==> config.mk <==
export PLATFORM = sky130hd
export DESIGN_NAME = booth_pp_gen
export DESIGN_NICKNAME = d
export VERILOG_FILES = /design/src/rtl/booth_pp_gen.sv
export SDC_FILE = /design/constraint.sdc
export NUM_CORES = 1
export LEC_CHECK = 0
export CORE_ASPECT_RATIO = 0.6
export CORE_MARGIN = 4
export CORE_UTILIZATION = 35
export CTS_BUF_LIST = sky130_fd_sc_hd__clkbuf_8
export CTS_CLUSTER_DIAMETER = 80
export DETAILED_ROUTE_END_ITERATION = 7
export SYNTH_ARGS = -nofsm -noshare
export SYNTH_HDL_FRONTEND = slang
export SYNTH_SLANG_ARGS = --single-unit
==> constraint.sdc <==
create_clock -name clk -period 6.1 [get_ports clk]
set_input_delay 1.525 -clock clk [delete_from_list [all_inputs] [get_ports clk]]
set_output_delay 1.525 -clock clk [all_outputs]
set_load 0.05 [all_outputs]
==> src/rtl/booth_pp_gen.sv <==
// booth_pp_gen: radix-4 Booth partial-product generator feeding the CSA tree.
// Operand pairs enter over valid/ready. ROWS two's-complement rows leave after
// PIPE_STAGES register stages. Row i has weight 2^(2i), and the rows sum to A*B mod 2^(2N).
module booth_pp_gen #(
  parameter int N           = 16,
  parameter int PIPE_STAGES = 2,
  parameter int TAG_W       = 4,
  localparam int ROWS       = N / 2 + 1,
  localparam int PPW        = N + 2
) (
  input  logic                clk,
  input  logic                rst_n,
  input  logic                in_valid,
  output logic                in_ready,
  input  logic                in_signed,
  input  logic [N-1:0]        in_a,
  input  logic [N-1:0]        in_b,
  input  logic [TAG_W-1:0]    in_tag,
  output logic                out_valid,
  input  logic                out_ready,
  output logic [ROWS*PPW-1:0] out_pp,
  output logic [ROWS-1:0]     out_neg,
  output logic                out_signed,
  output logic [TAG_W-1:0]    out_tag
);
  localparam int DIGW = 3 * ROWS;

  // Each digit is encoded as {neg, two, one}. A zero digit is all-clear, so neg never flags a zero row.
  function automatic logic [2:0] booth_digit(input logic [2:0] trip);
    case (trip)
      3'b001, 3'b010: booth_digit = 3'b001;
      3'b011:         booth_digit = 3'b010;
      3'b100:         booth_digit = 3'b110;
      3'b101, 3'b110: booth_digit = 3'b101;
      default:        booth_digit = 3'b000;
    endcase
  endfunction

  // The row is d*Ae with the negation fully resolved. 2*Ae and -2*Ae both fit in PPW bits.
  function automatic logic signed [PPW-1:0] select_row(input logic signed [N:0] ae,
                                                       input logic [2:0] dig);
    logic signed [PPW-1:0] mag;
    if (dig[0])      mag = {ae[N], ae};
    else if (dig[1]) mag = {ae, 1'b0};
    else             mag = '0;
    select_row = dig[2] ? -mag : mag;
  endfunction

  logic signed [N:0]     ae_p0;
  logic [N+2:0]          be_p0;
  logic [DIGW-1:0]       dig_p0;

  logic                  sel_vld;
  logic signed [N:0]     sel_ae;
  logic [DIGW-1:0]       sel_dig;
  logic                  sel_sgn;
  logic [TAG_W-1:0]      sel_tag;

  logic [ROWS*PPW-1:0]   pp_d;
  logic [ROWS-1:0]       neg_d;

  logic                  vld_p2;
  logic                  load_p2;
  logic [ROWS*PPW-1:0]   pp_p2;
  logic [ROWS-1:0]       neg_p2;
  logic                  sgn_p2;
  logic [TAG_W-1:0]      tag_p2;

  // Stage 0: extend A and B, then recode B into overlapping triplets with b[-1]=0.
  always_comb begin
    ae_p0  = {in_signed & in_a[N-1], in_a};
    be_p0  = {{2{in_signed & in_b[N-1]}}, in_b, 1'b0};
    dig_p0 = '0;
    for (int i = 0; i < ROWS; i++) begin
      dig_p0[3*i +: 3] = booth_digit(be_p0[2*i +: 3]);
    end
  end

  // The last stage can take a new entry when it is empty or is draining this cycle.
  assign load_p2 = !vld_p2 || out_ready;

  if (PIPE_STAGES == 1) begin : g_one
    // Encode and select share the single register stage.
    assign sel_vld  = in_valid;
    assign sel_ae   = ae_p0;
    assign sel_dig  = dig_p0;
    assign sel_sgn  = in_signed;
    assign sel_tag  = in_tag;
    assign in_ready = load_p2;
  end else begin : g_two
    logic              vld_p1;
    logic              load_p1;
    logic signed [N:0] ae_p1;
    logic [DIGW-1:0]   dig_p1;
    logic              sgn_p1;
    logic [TAG_W-1:0]  tag_p1;

    assign load_p1 = !vld_p1 || load_p2;

    // Stage 1 valid bit: refilled whenever the stage empties or hands its entry on.
    always_ff @(posedge clk or negedge rst_n) begin
      if (!rst_n)       vld_p1 <= 1'b0;
      else if (load_p1) vld_p1 <= in_valid;
    end

    // Stage 1 payload (recoded digits): captured only on an accepted transfer.
    always_ff @(posedge clk) begin
      if (load_p1 && in_valid) begin
        ae_p1  <= ae_p0;
        dig_p1 <= dig_p0;
        sgn_p1 <= in_signed;
        tag_p1 <= in_tag;
      end
    end

    assign sel_vld  = vld_p1;
    assign sel_ae   = ae_p1;
    assign sel_dig  = dig_p1;
    assign sel_sgn  = sgn_p1;
    assign sel_tag  = tag_p1;
    assign in_ready = load_p1;
  end

  // Select and negate each row from the digits of the stage that feeds the output register.
  always_comb begin
    pp_d  = '0;
    neg_d = '0;
    for (int i = 0; i < ROWS; i++) begin
      pp_d[i*PPW +: PPW] = select_row(sel_ae, sel_dig[3*i +: 3]);
      neg_d[i]           = sel_dig[3*i+2];
    end
  end

  // Output stage: the payload holds during a stall and clears on reset.
  always_ff @(posedge clk or negedge rst_n) begin
    if (!rst_n) begin
      vld_p2 <= 1'b0;
      pp_p2  <= '0;
      neg_p2 <= '0;
      sgn_p2 <= 1'b0;
      tag_p2 <= '0;
    end else if (load_p2) begin
      vld_p2 <= sel_vld;
      if (sel_vld) begin
        pp_p2  <= pp_d;
        neg_p2 <= neg_d;
        sgn_p2 <= sel_sgn;
        tag_p2 <= sel_tag;
      end
    end
  end

  assign out_valid  = vld_p2;
  assign out_pp     = pp_p2;
  assign out_neg    = neg_p2;
  assign out_signed = sgn_p2;
  assign out_tag    = tag_p2;

endmodule

### After elaboration in Yosys (flattened, before gate mapping)

Cells that the tools add are included.

| word-level totals | value |
|---|---|
| latch bits | 0 |
| memory bits (writable) | 0 |
| bits in read-only memories | 0 |
| register bits after elaboration | 227 |
| input port bits | 41 |
| output and inout port bits | 178 |
| word-level logic and storage cells | 130 |
| memories kept | 0 |

| cells by class | value |
|---|---|
| divide/modulo/power cells | 0 |
| equality and inequality tests | 51 |
| reduce and logical (&&, ||, !) cells | 22 |
| add/subtract/negate cells | 9 |
| multiply operators | 0 |
| order comparisons | 0 |
| multiplexer cells | 36 |
| bitwise gates (word level) | 2 |
| shifts and indexed selects | 0 |

Operators by type and width:

| kind | number |
|---|---|
| 18-bit two-way mux | 27 |
| 18-bit negation | 9 |
| 3-bit one-hot mux with 4 select lines | 8 |
| 3-bit equality test (second input constant) | 24 |
| 3-bit by 2-bit equality test with 1-bit output (second input constant) | 16 |
| 2-bit OR reduction | 16 |
| 3-bit by 1-bit equality test with 1-bit output (second input constant) | 8 |
| 3-bit one-hot mux with 3 select lines | 1 |
| 2-bit equality test (second input constant) | 2 |
| 1-bit AND | 2 |
| 2-bit by 1-bit equality test with 1-bit output (second input constant) | 1 |
| 1-bit logical NOT | 2 |
| 1-bit logical OR | 2 |
| 2-bit AND reduction | 1 |
| 1-bit logical AND | 1 |

### Depth between registers and ports, before layout

Gate-level depths: netlist of run 1.

| logic depth | value |
|---|---|
| depth in word-level cells | 4 |
| depth in mapped cells | 13 |
| mapped depth without buffers | 10 |

### Worst setup path after synthesis of run 1

Ideal clock, no wire load.

| path | value |
|---|---|
| path type | input -> register |
| start | input port out_ready |
| end | register g_two.ae_p1[0] (enable) |
| data arrival time | 3.213 ns |
| slack | 2.476 ns |
| data required time | 5.690 ns |
| stages | 2 |
| buffers on the path | 0 |
| path through | nand3b_1 and2_1 |

| on the way | value |
|---|---|
| cells in the longest elaborated chain, start to end | 3 |

Ends and longest elaborated chain:

| item | line | source |
|---|---|---|
| start, declared | 20 | `input logic out_ready,` |
| 1-bit logical OR | 80 | `assign load_p2 = !vld_p2 \|\| out_ready;` |
| 1-bit logical OR | 98 | `assign load_p1 = !vld_p1 \|\| load_p2;` |
| 1-bit logical AND | 108 | `if (load_p1 && in_valid) begin` |
| end signal, assigned | 109 | `ae_p1 <= ae_p0;` |
| end, declared | 93 | `logic signed [N:0] ae_p1;` |

No other way between the ends.
A chain may end at the register's enable or synchronous reset.

### Worst setup path in the final report of run 1

| path | value |
|---|---|
| start | input port out_ready |
| end | output port in_ready |

| on the way | value |
|---|---|
| cells in the longest elaborated chain, start to end | 2 |

Ends and longest elaborated chain:

| item | line | source |
|---|---|---|
| 1-bit logical OR | 80 |  |
| 1-bit logical OR | 98 |  |
| end, declared | 14 | `output logic in_ready,` |

No other way between the ends.

==> run metrics, run 1 <==
CTS tree=done; DRT iter0 DRCs=1,771; Layout fillers=3,948; number of max-cap violations=0; Yosys cell types=67; synth warn=0; CP most frequent cell=clkdlybuf4s50_1; RSZ-0062 raised after global routing=false; Worst Setup Start Kind=primary input; crit path from=out_ready; Boundary Pins=219; clock sinks=226; hold_buf cts=0; layout cells sized above 1=5.79%; Slew headroom=16.4%; Post-synth top flop=dfrtp_1; Routed Antenna Nets=0; Area after DPL=16,600 µm²; Slew Viols, Final=0; clock skew=0.0436 ns; vias in the first global route=12.9k; Hold WC Path Type=flip-flop to flip-flop; postcts setup bufs=0; initial antenna violation count=13; Die Outline Area=43,900 µm²; post-synth top area share=31.5%; Total Routed Length=52,400 µm; Layout Nets=1,937; design area=17,400 µm²; Reg clk slew, reported paths=0.06 ns; Die Span X=268 µm; Chip Height=164 µm; Leakage=7.02 nW; crit path DAT=2.95 ns; clk buf depth=3; first-pass GRT wire length=78,900 µm; Synth area leaders=dfrtp_1 (31%), nand2_1 (12%), edfxtp_1 (10%); Vias=13.5k; final period utilization=73.4%; cell count after synthesis=1,769; min-delay src=g_two.sgn_p1; crit-path cells=clkdlybuf4s50_1 -> nand3b_1 -> clkdlybuf4s50_1; CTS resizes=0; Starting Density=35.8%; Min Hold Slack=0.439 ns; # port buffers=218; gpl congestion=0.922; CP max stage delay=0.82 ns; H-tree Lvls=2; post-synthesis sequential area ratio=41.6%; GR Overflow Total=0; Final Hold Fails=0; DRC=0; Power Total=5.90 mW; Final Critical Period=4.48 ns; drt wl/cell=21.5 µm; DP Wirelength=35,000 µm; critical path class=primary input to output pin; Pre-Repair DR Iteration Count=6; clk_lat worst skew=0.58 ns; Area growth syn-to-layout=22.5%; Max Clk Rate=0.223 GHz; Syn Nets=1,819; Avg Vias per Cell=5.55; number of synthesized flops with an enable pin=48; Critical R2R Launch=g_two.ae_p1[3]; CTS Root Cell=clkbuf_8; Power Density=340 nW/µm²; run status=completed; synthesized area=14,200 µm²; fraction of registers with async set/reset=78.8%; slowest cell on the critical path=clkdlybuf4s50_1; worst path required time=4.58 ns; gr usage total=23.3%; area leader, netlist=dfrtp_1; Worst Tran Pin Value=1.24 ns; row count=56; crit path max fanout=3; peak supply drop=0.000142 V; largest net degree at the start of global routing=128; total negative setup slack=0 ns; top-count cell post-synth=nand2_1; synth cell count leaders=nand2_1 (449), o21ai_0 (271), dfrtp_1 (178); number of synthesized register bits=226; CP Capture Type=output pin; clock buffer count from CTS=38; Syn Area/Cell=8.01 µm²; core area=39,500 µm²; Final setup viols=0
report_power, final:
part / internal (mW) / switching, mW
combinational: 0.775 / 1.69
sequential: 1.83 / 0.208
clock: 0.733 / 0.670
stage by stage:
stage	worst slack (ns)	util, %	cells
2_1_floorplan	2.48	-	1769
3_3_place_gp	1.62	42.0	2369
3_5_place_dp	1.62	42.0	2369
4_1_cts	1.62	43.9	2438
5_1_grt	1.58	43.9	2438
6_report	1.62	43.9	2439
cells by family (layout without fill, tap and decap cells):
| logic type | count (synthesis) | after routing | synth area share, % |
|---|---|---|---|
| AND/OR/NAND/NOR | 695 | 695 | 21.5 |
| other | 1 | 2 | 0.0265 |
| flip-flops | 226 | 226 | 41.6 |
| adder cells (fa/ha/maj) | 9 | 9 | 0.795 |
| multiplexers | 10 | 10 | 0.786 |
| buffers and inverters | 182 | 329 | 5.06 |
| XOR/XNOR | 142 | 142 | 8.78 |
| AO/OA/AOI/OAI | 504 | 504 | 21.5 |
routing by layer:
| metal | vias to the layer above | GRT usage, % | part of all wire (%) |
|---|---|---|---|
| met5 | - | 0 | 0.28 |
| met4 | 22 | 5.49 | 2.1 |
| met3 | 121 | 8.13 | 12 |
| met2 | 691 | 33.0 | 41 |
| met1 | 6375 | 34.2 | 45 |
| li1 | 6327 | - | - |
sequential cells by signal, summed over array words and instances (netlist names):
| signal | flops |
|---|---|
| out_signed | 1 |
| g_two.tag_p1 | 4 |
| out_valid | 1 |
| out_neg | 9 |
| out_tag | 4 |
| g_two.dig_p1 | 26 |
| g_two.vld_p1 | 1 |
| g_two.ae_p1 | 17 |
| out_pp | 162 |
| g_two.sgn_p1 | 1 |
worst max-delay path, delay by kind of cell:
kind | cells | cell delay (ns)
simple gates | 1 | 0.14
buf+inv | 2 | 1.29
area by class of cell:
type                       instances  area, µm²  share of cell area, %
antenna                            1       2.50                 0.0144
clock buffer                      43        592                   3.41
clock inverter                    26        166                  0.959
inverter                          11       41.3                  0.238
multi-input combinational       1361       7560                   43.6
sequential                       226       5900                   34.0
tap                              522        653                   3.76
timing repair buffer             249       2440                   14.1
path summary, 6_finish.rpt:
path	endpoint	slack, ns	depth (start not counted)
setup / recovery	in_ready	1.62	3
hold / removal	out_signed	0.44	2
setup reg to reg	out_pp[67]	2.47	7
hold reg to reg	out_signed	0.44	2
max in group asynchronous	out_pp[25]	4.08	2
min in group asynchronous	out_pp[108]	1.00	1
cells in the final DEF (no fill, tap or decap), types with 5 or more instances in the layout:
master,count
nor2b_1,23
dfrtp_1,178
mux2_2,9
or3_1,9
edfxtp_1,48
nand3_1,16
a31oi_1,9
o21ai_1,12
nor2_1,85
o41ai_1,10
a22oi_1,14
clkbuf_8,43
clkdlybuf4s50_1,217
o221ai_1,6
xnor2_1,99
o211ai_1,9
o2111ai_1,5
a221oi_1,5
nand2_1,448
ha_1,9
nand2b_1,14
a211oi_1,9
and3b_1,8
o31ai_1,30
buf_4,29
and2_1,17
a22o_1,21
or2_2,8
o21ai_0,271
nor3_1,12
or4_1,5
o2bb2ai_1,5
and3_1,23
xor2_1,43
a21oi_1,67
inv_1,26
Power figures use the tool's default switching activity.
==> inputs of run 2 (changes only) <==
==> constraint.sdc (replaced) <==
create_clock -name clk -period 4.7 [get_ports clk]
set_input_delay 1.175 -clock clk [delete_from_list [all_inputs] [get_ports clk]]
set_output_delay 1.175 -clock clk [all_outputs]
set_load 0.05 [all_outputs]
==> run 2 against run 1 <==
Via count fell by 1.1%. Critical path depth did not move. Hold slack improved by 0.0015 ns. Non-clock buffer count rose by 9. Clock-buffer cell count rose by 9. Sequential share of layout area fell by 0.39 points. Clock skew fell by 0.012 ns. Critical path type unchanged.
==> run metrics, run 2 (synthesized netlist as in run 1, its figures left out) <==
run status=completed; postcts setup bufs=0 (unchanged); Starting Density=35.8% (unchanged); Vias=13.4k (-1.1%); commonest cells after routing, fill and taps aside=nand2_1 (448), o21ai_0 (271), clkdlybuf4s50_1 (217); layout cells sized above 1=6.81% (+1.0 points); max reg flops=162 (unchanged); Routed Antenna Nets=0 (unchanged); clock buffer count from CTS=38 (unchanged); Min Hold Slack=0.441 ns (+0.00151 ns); Hold WC Path Type=flip-flop to flip-flop; Area after DPL=16,700 µm² (+0.56%); final setup margin=0.922 ns (-0.701 ns); design area=17,600 µm² (+1.2%); commonest non-fill, non-tap cell in the layout=nand2_1; Die Outline Area=43,900 µm² (unchanged); clk_lat worst skew=0.58 ns (about the same); DRC=0 (unchanged); Avg Vias per Cell=5.47 (-1.4%); gpl congestion=0.956 (+3.7%); register area=5900 µm² (unchanged); Max Clk Rate=0.265 GHz; Layout Nets=1,946 (+0.46%); non-filler cells in the finished layout=2,447 (+0.33%); multi-input logic area=7560 µm² (unchanged); GR Overflow Total=0 (unchanged); crit path max fanout=3 (unchanged); Die Span X=268 µm (unchanged); number of max-cap violations=0 (unchanged); Leakage=7.11 nW (+1.3%); worst path required time=3.52 ns (-1.06 ns); peak supply drop=0.000164 V (+16%); Reg clk slew, reported paths=0.06 ns (about the same); DP Wirelength=36,500 µm (+4.3%); first-pass GRT wire length=77,900 µm (-1.3%); final period utilization=80.4%; clock sinks=226 (unchanged); CTS tree=done; Total Routed Length=52,100 µm (-0.62%); Power Density=449 nW/µm² (+32%); clk buf depth=3 (unchanged); Slew headroom=27.8% (+11 points); Boundary Pins=219 (unchanged); DRT iter0 DRCs=1,702 (-3.9%); Worst Tran Pin Value=1.08 ns (-0.160 ns); CTS resizes=0 (unchanged); # port buffers=218 (unchanged); gr usage total=23.2% (-0.15 points); setup slack, reg-to-reg=1.40 ns (-1.07 ns); Placed Cells incl. Taps=2,378 (+0.38%); total negative setup slack=0 ns (unchanged); Place WS=0.929 ns (-0.689 ns); Pre-Repair DR Iteration Count=7 (+1); row count=56 (unchanged); clock skew=0.0318 ns (-0.0119 ns); Final Critical Period=3.78 ns; crit path DAT=2.60 ns (-0.35 ns); critical path class=primary input to output pin; Final setup viols=0 (unchanged); H-tree Lvls=2 (unchanged); vias in the first global route=12.5k (-2.7%); RSZ-0062 raised after global routing=false; Final Hold Fails=0 (unchanged); largest net degree at the start of global routing=112 (-13%); CTS Root Cell=clkbuf_8; core area=39,500 µm² (unchanged); Power Total=7.88 mW (+33%); initial antenna violation count=11 (-2); Layout fillers=3,947 (-0.025%); Worst Setup Start Kind=primary input; Area growth syn-to-layout=23.9%; Layout Utilization=44.4% (+0.51 points); Slew Viols, Final=0 (unchanged); Chip Height=164 µm (unchanged); hold_buf cts=0 (unchanged); drt wl/cell=21.3 µm (-0.95%); CP Capture Type=output pin
[run 2: cell types whose count changed in the layout (fill, tap and decap cells not counted), sizes merged]
| cell | previous run | this run |
|---|---|---|
| bufinv | 2 | 3 |
| clkbuf | 43 | 52 |
| buf | 32 | 41 |
| inv | 26 | 16 |
| clkinvlp | 3 | 1 |
| clkinv | 6 | 7 |
[run 2: worst max-delay path, cell delays in order]
cell and delay, ns:
clkdlybuf4s50_1 0.46, nand3b_1 0.14, clkdlybuf4s50_1 0.82
[run 2: area by class of cell]
class / instances / share of cell area (%)
clock buffers: 52 / 4.08
flip-flops and latches: 226 / 33.6
diodes: 1 / 0.0143
inverters: 11 / 0.235
repair buffers: 258 / 14.4
well taps: 522 / 3.72
multi-input cells: 1361 / 43.1
clock inverters: 16 / 0.862
[run 2: path summary, 6_finish.rpt]
| path | startpoint | end | cells past startpoint |
|---|---|---|---|
| worst min register to register | g_two.sgn_p1 | out_signed | 2 |
| min in group asynchronous | rst_n | out_pp[109] | 1 |
| worst min-delay path | g_two.sgn_p1 | out_signed | 2 |
| max in group asynchronous | rst_n | out_neg[5] | 2 |
| worst max register to register | g_two.ae_p1[8] | out_pp[65] | 6 |
| worst max-delay path | out_ready | in_ready | 3 |
[run 2: where the power goes]
| part | switching, mW | internal (mW) |
|---|---|---|
| combinational | 2.16 | 1.01 |
| sequential | 0.308 | 2.37 |
| clock | 0.874 | 1.15 |
| total | 3.34 | 4.54 |
[run 2: layer usage]
metal / global-route usage [%] / vias up / routed length [µm]
met3: 8.76 / 121 / 6230
met5: 0 / - / 144
met1: 33.9 / 6288 / 23800
met4: 6.87 / 20 / 1440
met2: 31.6 / 614 / 20500
li1: - / 6347 / -
